$ cat config.mk
export PLATFORM = sky130hd
export DESIGN_NAME = prog_loader
export DESIGN_NICKNAME = d
export VERILOG_FILES = /design/src/rtl/prog_loader.sv
export SDC_FILE = /design/constraint.sdc
export NUM_CORES = 1
export LEC_CHECK = 0
export ABC_AREA = 0
export BUFFER_PORTS_ARGS = -buffer_cell sky130_fd_sc_hd__buf_2
export CAP_MARGIN = 10
export CORE_UTILIZATION = 55
export CTS_BUF_LIST = sky130_fd_sc_hd__clkbuf_4
export DETAILED_ROUTE_END_ITERATION = 8
export GPL_TIMING_DRIVEN = 0
export HOLD_SLACK_MARGIN = 0.15
export PLACE_DENSITY_LB_ADDON = 0.3
export SYNTH_ARGS = -nofsm -noshare
export SYNTH_HDL_FRONTEND = slang
export SYNTH_SLANG_ARGS = --single-unit
export TNS_END_PERCENT = 5
$ cat constraint.sdc
create_clock -name clk -period 13.62 [get_ports clk]
set_clock_uncertainty 0.2 [all_clocks]
set_input_delay 0.681 -clock clk [delete_from_list [all_inputs] [get_ports clk]]
set_output_delay 0.681 -clock clk [all_outputs]
set_load 0.02 [all_outputs]
$ cat src/rtl/prog_loader.sv
// Byte-stream program loader: assembles little-endian words, writes them to memory,
// then reads the written region back and compares its sum against the write checksum.
module prog_loader #(
  parameter logic [31:0] BASE_ADDR = 32'd0,
  parameter int unsigned MAX_WORDS = 1024
) (
  input  logic        clk,
  input  logic        rst,
  input  logic        start,
  input  logic [10:0] word_count,
  input  logic [7:0]  in_byte,
  input  logic        in_valid,
  output logic        in_ready,
  output logic        mem_write_enable,
  output logic [31:0] mem_write_address,
  output logic [31:0] mem_data_in,
  output logic [31:0] mem_read_address,
  input  logic [31:0] mem_data_out,
  output logic        busy,
  output logic        done,
  output logic [31:0] checksum,
  output logic        verify_ok
);

  typedef enum logic [2:0] {
    S_IDLE   = 3'd0,
    S_LOAD   = 3'd1,
    S_WRITE  = 3'd2,
    S_VERIFY = 3'd3,
    S_DONE   = 3'd4
  } state_t;

  localparam logic [10:0] LP_MAX = 11'(MAX_WORDS);

  state_t      r_state;
  state_t      w_state_next;
  logic [10:0] r_count;
  logic [10:0] r_word_idx;
  logic [10:0] r_vcnt;
  logic [1:0]  r_byte_idx;
  logic [31:0] r_word;
  logic [31:0] r_wr_addr;
  logic [31:0] r_wr_data;
  logic [31:0] r_rd_addr;
  logic [31:0] r_checksum;
  logic [31:0] r_rsum;
  logic        r_verify_ok;

  logic [10:0] w_count;
  logic [10:0] w_word_idx_inc;
  logic [10:0] w_vcnt_inc;
  logic [31:0] w_word_next;
  logic        w_accept;
  logic        w_last_word;
  logic        w_verify_end;

  assign w_count        = (word_count > LP_MAX) ? LP_MAX : word_count;
  assign w_word_idx_inc = r_word_idx + 11'd1;
  assign w_vcnt_inc     = r_vcnt + 11'd1;
  assign w_accept       = (r_state == S_LOAD) && in_valid;
  assign w_last_word    = (w_word_idx_inc == r_count);
  assign w_verify_end   = (r_vcnt == r_count);

  // Merge the incoming byte into its little-endian lane of the word being built
  always_comb begin
    w_word_next = r_word;
    w_word_next[{r_byte_idx, 3'b000} +: 8] = in_byte;
  end

  // State register
  always_ff @(posedge clk or posedge rst) begin
    if (rst) begin
      r_state <= S_IDLE;
    end else begin
      r_state <= w_state_next;
    end
  end

  // Next-state decode
  always_comb begin
    w_state_next = r_state;
    case (r_state)
      S_IDLE: begin
        if (start) begin
          w_state_next = (w_count == 11'd0) ? S_DONE : S_LOAD;
        end else begin
          w_state_next = S_IDLE;
        end
      end
      S_LOAD: begin
        if (w_accept && (r_byte_idx == 2'd3)) begin
          w_state_next = S_WRITE;
        end else begin
          w_state_next = S_LOAD;
        end
      end
      S_WRITE:  w_state_next = w_last_word ? S_VERIFY : S_LOAD;
      S_VERIFY: w_state_next = w_verify_end ? S_DONE : S_VERIFY;
      S_DONE:   w_state_next = S_IDLE;
      default:  w_state_next = S_IDLE;
    endcase
  end

  // Datapath: word assembly, write/read addressing, checksum and readback sum
  always_ff @(posedge clk or posedge rst) begin
    if (rst) begin
      r_count     <= 11'd0;
      r_word_idx  <= 11'd0;
      r_vcnt      <= 11'd0;
      r_byte_idx  <= 2'd0;
      r_word      <= 32'd0;
      r_wr_addr   <= 32'd0;
      r_wr_data   <= 32'd0;
      r_rd_addr   <= 32'd0;
      r_checksum  <= 32'd0;
      r_rsum      <= 32'd0;
      r_verify_ok <= 1'b0;
    end else begin
      case (r_state)
        S_IDLE: begin
          if (start) begin
            r_count     <= w_count;
            r_word_idx  <= 11'd0;
            r_vcnt      <= 11'd0;
            r_byte_idx  <= 2'd0;
            r_checksum  <= 32'd0;
            r_rsum      <= 32'd0;
            // An empty load has nothing to mismatch, so it reports success directly
            r_verify_ok <= (w_count == 11'd0);
          end
        end
        S_LOAD: begin
          if (w_accept) begin
            r_word     <= w_word_next;
            r_byte_idx <= r_byte_idx + 2'd1;
            if (r_byte_idx == 2'd3) begin
              r_wr_addr <= BASE_ADDR + {21'd0, r_word_idx};
              r_wr_data <= w_word_next;
            end
          end
        end
        S_WRITE: begin
          r_checksum <= r_checksum + r_wr_data;
          r_word_idx <= w_word_idx_inc;
          if (w_last_word) begin
            r_rd_addr <= BASE_ADDR;
            r_vcnt    <= 11'd0;
          end
        end
        S_VERIFY: begin
          r_vcnt <= w_vcnt_inc;
          // Read data trails the address by one cycle, so cycle 0 has nothing to sum
          if (r_vcnt != 11'd0) begin
            r_rsum <= r_rsum + mem_data_out;
          end
          if (w_vcnt_inc < r_count) begin
            r_rd_addr <= BASE_ADDR + {21'd0, w_vcnt_inc};
          end
          if (w_verify_end) begin
            r_verify_ok <= ((r_rsum + mem_data_out) == r_checksum);
          end
        end
        S_DONE: begin
          r_vcnt <= r_vcnt;
        end
        default: begin
          r_vcnt <= r_vcnt;
        end
      endcase
    end
  end

  assign in_ready          = (r_state == S_LOAD);
  assign busy              = (r_state != S_IDLE);
  assign done              = (r_state == S_DONE);
  assign mem_write_enable  = (r_state == S_WRITE);
  assign mem_write_address = r_wr_addr;
  assign mem_data_in       = r_wr_data;
  assign mem_read_address  = r_rd_addr;
  assign checksum          = r_checksum;
  assign verify_ok         = r_verify_ok;

endmodule

==> results.ini <==
[placement]
gp_congestion = 0.9266
io_buffers = 137
hpwl_mm = 26.00
dp_cells = 1838

[logic_synthesis]
synth_warnings = 0
yosys-top-cells-count = dfrtp_1 (181), o21ai_0 (143), nand2_1 (140)
yosys.area.top_type_share_pct = 36.71
async_reset_ff_share_pct = 100.0
synth_area_leader_cell = dfrtp_1
seq_area_frac_synth_pct = 36.71
synthDistinctLibCells = 76
yosysMostFrequentCell = dfrtp_1
synth_area_leaders = dfrtp_1 (37%), ha_1 (8.2%), o21ai_0 (5.8%), xnor2_1 (5.0%), nand2_1 (4.3%)
netlist_area_um2 = 12340
ys_ff_latch = 181
postSynthCellCount = 1379
ys.flop_type = dfrtp_1
synth-edff-count = 0
avgSynthCellArea_um2 = 8.946

[routing]
drt-total-wl_mm = 33.79
vias = 11130
antenna_left = 0
via_per_inst = 5.919
dr.pass1.iters = 5
first_iter_violations = 941
wl_per_cell_um = 17.96
drc = 0

[sta]
period_needed_ps = 4486
setup_tns_ps = 0
slew_headroom_pct = 27.64
worst_pin_slew_ps = 1083
fmax_mhz = 222.9
slew_violations = 0
timing.final.crit_share_pct = 32.93
rsz0062_at_grt = false
hold_viol_final = 0
setup_violations = 0

[final_layout]
syn2layout_area_growth_pct = 13.17
layout.nets = 1725
seqCellArea_um2 = 4529
fin_util_pct = 63.78
final_cells = 1881
fillCellCount = 1904
layout-drive-gt1-share_pct = 15.38
multiInputGateArea_um2 = 7159

[clock_network]
cts.clk_slew.worst_paths_ps = 150
tritoncts = done
cts_sinks = 181
h-tree-depth = 4
cts-resized-gates = 0
clock_path_buffers = 2
cts_root_buffer = clkbuf_4
clk_latency_ps = 610
cts_buffers = 17

[worst_setup_path]
path_class = reg -> reg
path_common_cell = or4_1
cp_data_required_time_ps = 13920
reg2reg_slack_ps = 9130
timing.rr.start = r_rsum[0]
crit_chain = ha_1, inv_1, fa_1, nand2b_1, a211oi_2, o2111ai_2, a21oi_2, nor2_4, o21ai_4, a31oi_4, xnor3_1, or4_1, or4_1, o31ai_2
end_kind = register
worst_setup_path_start_kind = register
crit_slowest_cell = or4_1
cp_max_fo = 6
worstReg2RegEnd = verify_ok
rr_worst_depth = 14
cpPeakStageDelay_ps = 540
cp.arrival_ps = 4790

[grt]
grt_util_met2_pct = 45.66
grt_pass1_vias = 10180
globalRouteOverflowTotal = 0
gr-max-usage-layer = met2
grt_max_degree = 96
grt_use_met3_pct = 3.563
grt_pass1_wl_mm = 52.98
grtUsageTotal_pct = 29.85
antenna_found_initial = 1
use_met1_pct = 43.06

[hold_path]
hold_path_class = in -> reg
whs_path_depth = 3
min_to = r_count[0]
hp-start = word_count[0]

[floorplanning]
rows = 54
die_h_um = 151.8
die_width_um = 151.8
initial_core_util_pct = 56.36
die-area_um2 = 23030
ios = 188
coreArea_um2 = 21890

[power]
power_w = 0.002462
ir_drop_uv = 88.00
total_leakage_power_nw = 7.089
powerDensity_nw_per_um2 = 176.3

[status]
status = completed

[flow_run]
cap_violations = 0

[worst max-delay path by stage]
stage                          startpoint                  end  slack, ps  depth (start not counted)
after floorplan                       rst          checksum[0]       7820                          1
after global placement                rst  mem_read_address[4]       5800                          2
after detailed placement  mem_data_out[0]            verify_ok       8820                         15
after CTS                       r_rsum[0]            verify_ok       9170                         14
after global routing            r_rsum[0]            verify_ok       8960                         14
final                           r_rsum[0]            verify_ok       9130                         14
[flip-flops by register name, indices dropped and copies added, names as in the netlist]
register / cells
r_word_idx: 11
r_word: 24
r_state: 3
mem_write_address: 11
r_rsum: 32
r_byte_idx: 2
r_count: 11
mem_data_in: 32
verify_ok: 1
checksum: 32
mem_read_address: 11
r_vcnt: 11
[area by class of cell]
| class | instances | share of cell area (%) |
|---|---|---|
| Timing Repair Buffer | 148 | 5.825 |
| Sequential cell | 181 | 32.44 |
| Clock buffer | 17 | 0.9141 |
| Multi-Input combinational cell | 1070 | 51.28 |
| Clock inverter | 15 | 1.219 |
| Buffer | 123 | 4.508 |
| Inverter | 46 | 1.290 |
| Tap cell | 280 | 2.509 |
| Antenna cell | 1 | 0.01792 |
[routing by layer]
metal | vias to the layer above | part of all wire [%]
met4 | 0 | 2.7
met1 | 5297 | 44
li1 | 5270 | -
met2 | 494 | 45
met3 | 73 | 7.8
met5 | - | 0
[layout by cell type (no fill, tap or decap), types with 4 or more instances in the layout]
cell type and n:
nor3_1 12, a21oi_1 83, dfrtp_1 181, clkbuf_4 17
nand2b_1 14, o21ai_1 6, a31oi_1 7, nand3_1 59
inv_1 45, mux2_2 12, dlygate4sd3_1 10, xnor3_1 4
buf_2 139, clkbuf_1 64, o21ai_0 143, a21o_1 39
xor2_1 52, o2111ai_1 4, a211oi_1 12, and3_1 17
o31ai_1 5, or4_1 4, buf_1 14, o211ai_1 8
nor2b_1 35, conb_1 42, inv_6 5, nor2_1 46
xnor2_1 71, nand2_1 140, ha_1 81, buf_4 42
nand3b_1 8, or3_1 7, a22o_1 49, nor4_1 9
and2_1 7, nand4_1 18, o21a_1 8, o21bai_1 15
[per-stage QoR]
step | hold WS [ps] | instance area [µm²] | setup slack [ps]
3_3_place_gp | 264.9 | 13530 | 5802
2_1_floorplan | 253.8 | 12490 | 7824
6_report | 177.6 | 13960 | 9134
4_1_cts | 155.6 | 13960 | 9172
5_1_grt | 170.3 | 13960 | 8961
3_5_place_dp | 274.1 | 13560 | 8824
[cells by family after synthesis]
group | Yosys count | share of synthesized area, %
DFF | 181 | 36.71
buffers and inverters | 169 | 6.501
xor gates and xnor gates | 127 | 9.463
and+or+nand+nor | 395 | 16.06
other | 1 | 0.03040
muxes | 13 | 1.176
adders and majority gates | 83 | 8.540
AOI/OAI and AO/OA | 410 | 21.51
[what timing repair did]
item / CTS / global route
setup buffers: 0 / 0
endpoints found under the hold margin: 95 / 0
endpoints found under the setup margin: 0 / 0
hold buffers: 10 / 0
[critical path, delay by kind of cell (launching register included)]
family,cells,cell delay (ps)
simple gates,4,1330
fa+ha+maj,2,590
xor+xnor,1,220
buf+inv,1,60
compound gates,6,1620
flops,1,380
[power breakdown]
group / total, W / switching (W) / internal [W]
clock: 0.000322 / 0.000208 / 0.000114
sequential: 0.000837 / 0.000154 / 0.000683
combinational: 0.00130 / 0.000790 / 0.000513
Note: power is estimated with default switching activity, not from simulation.
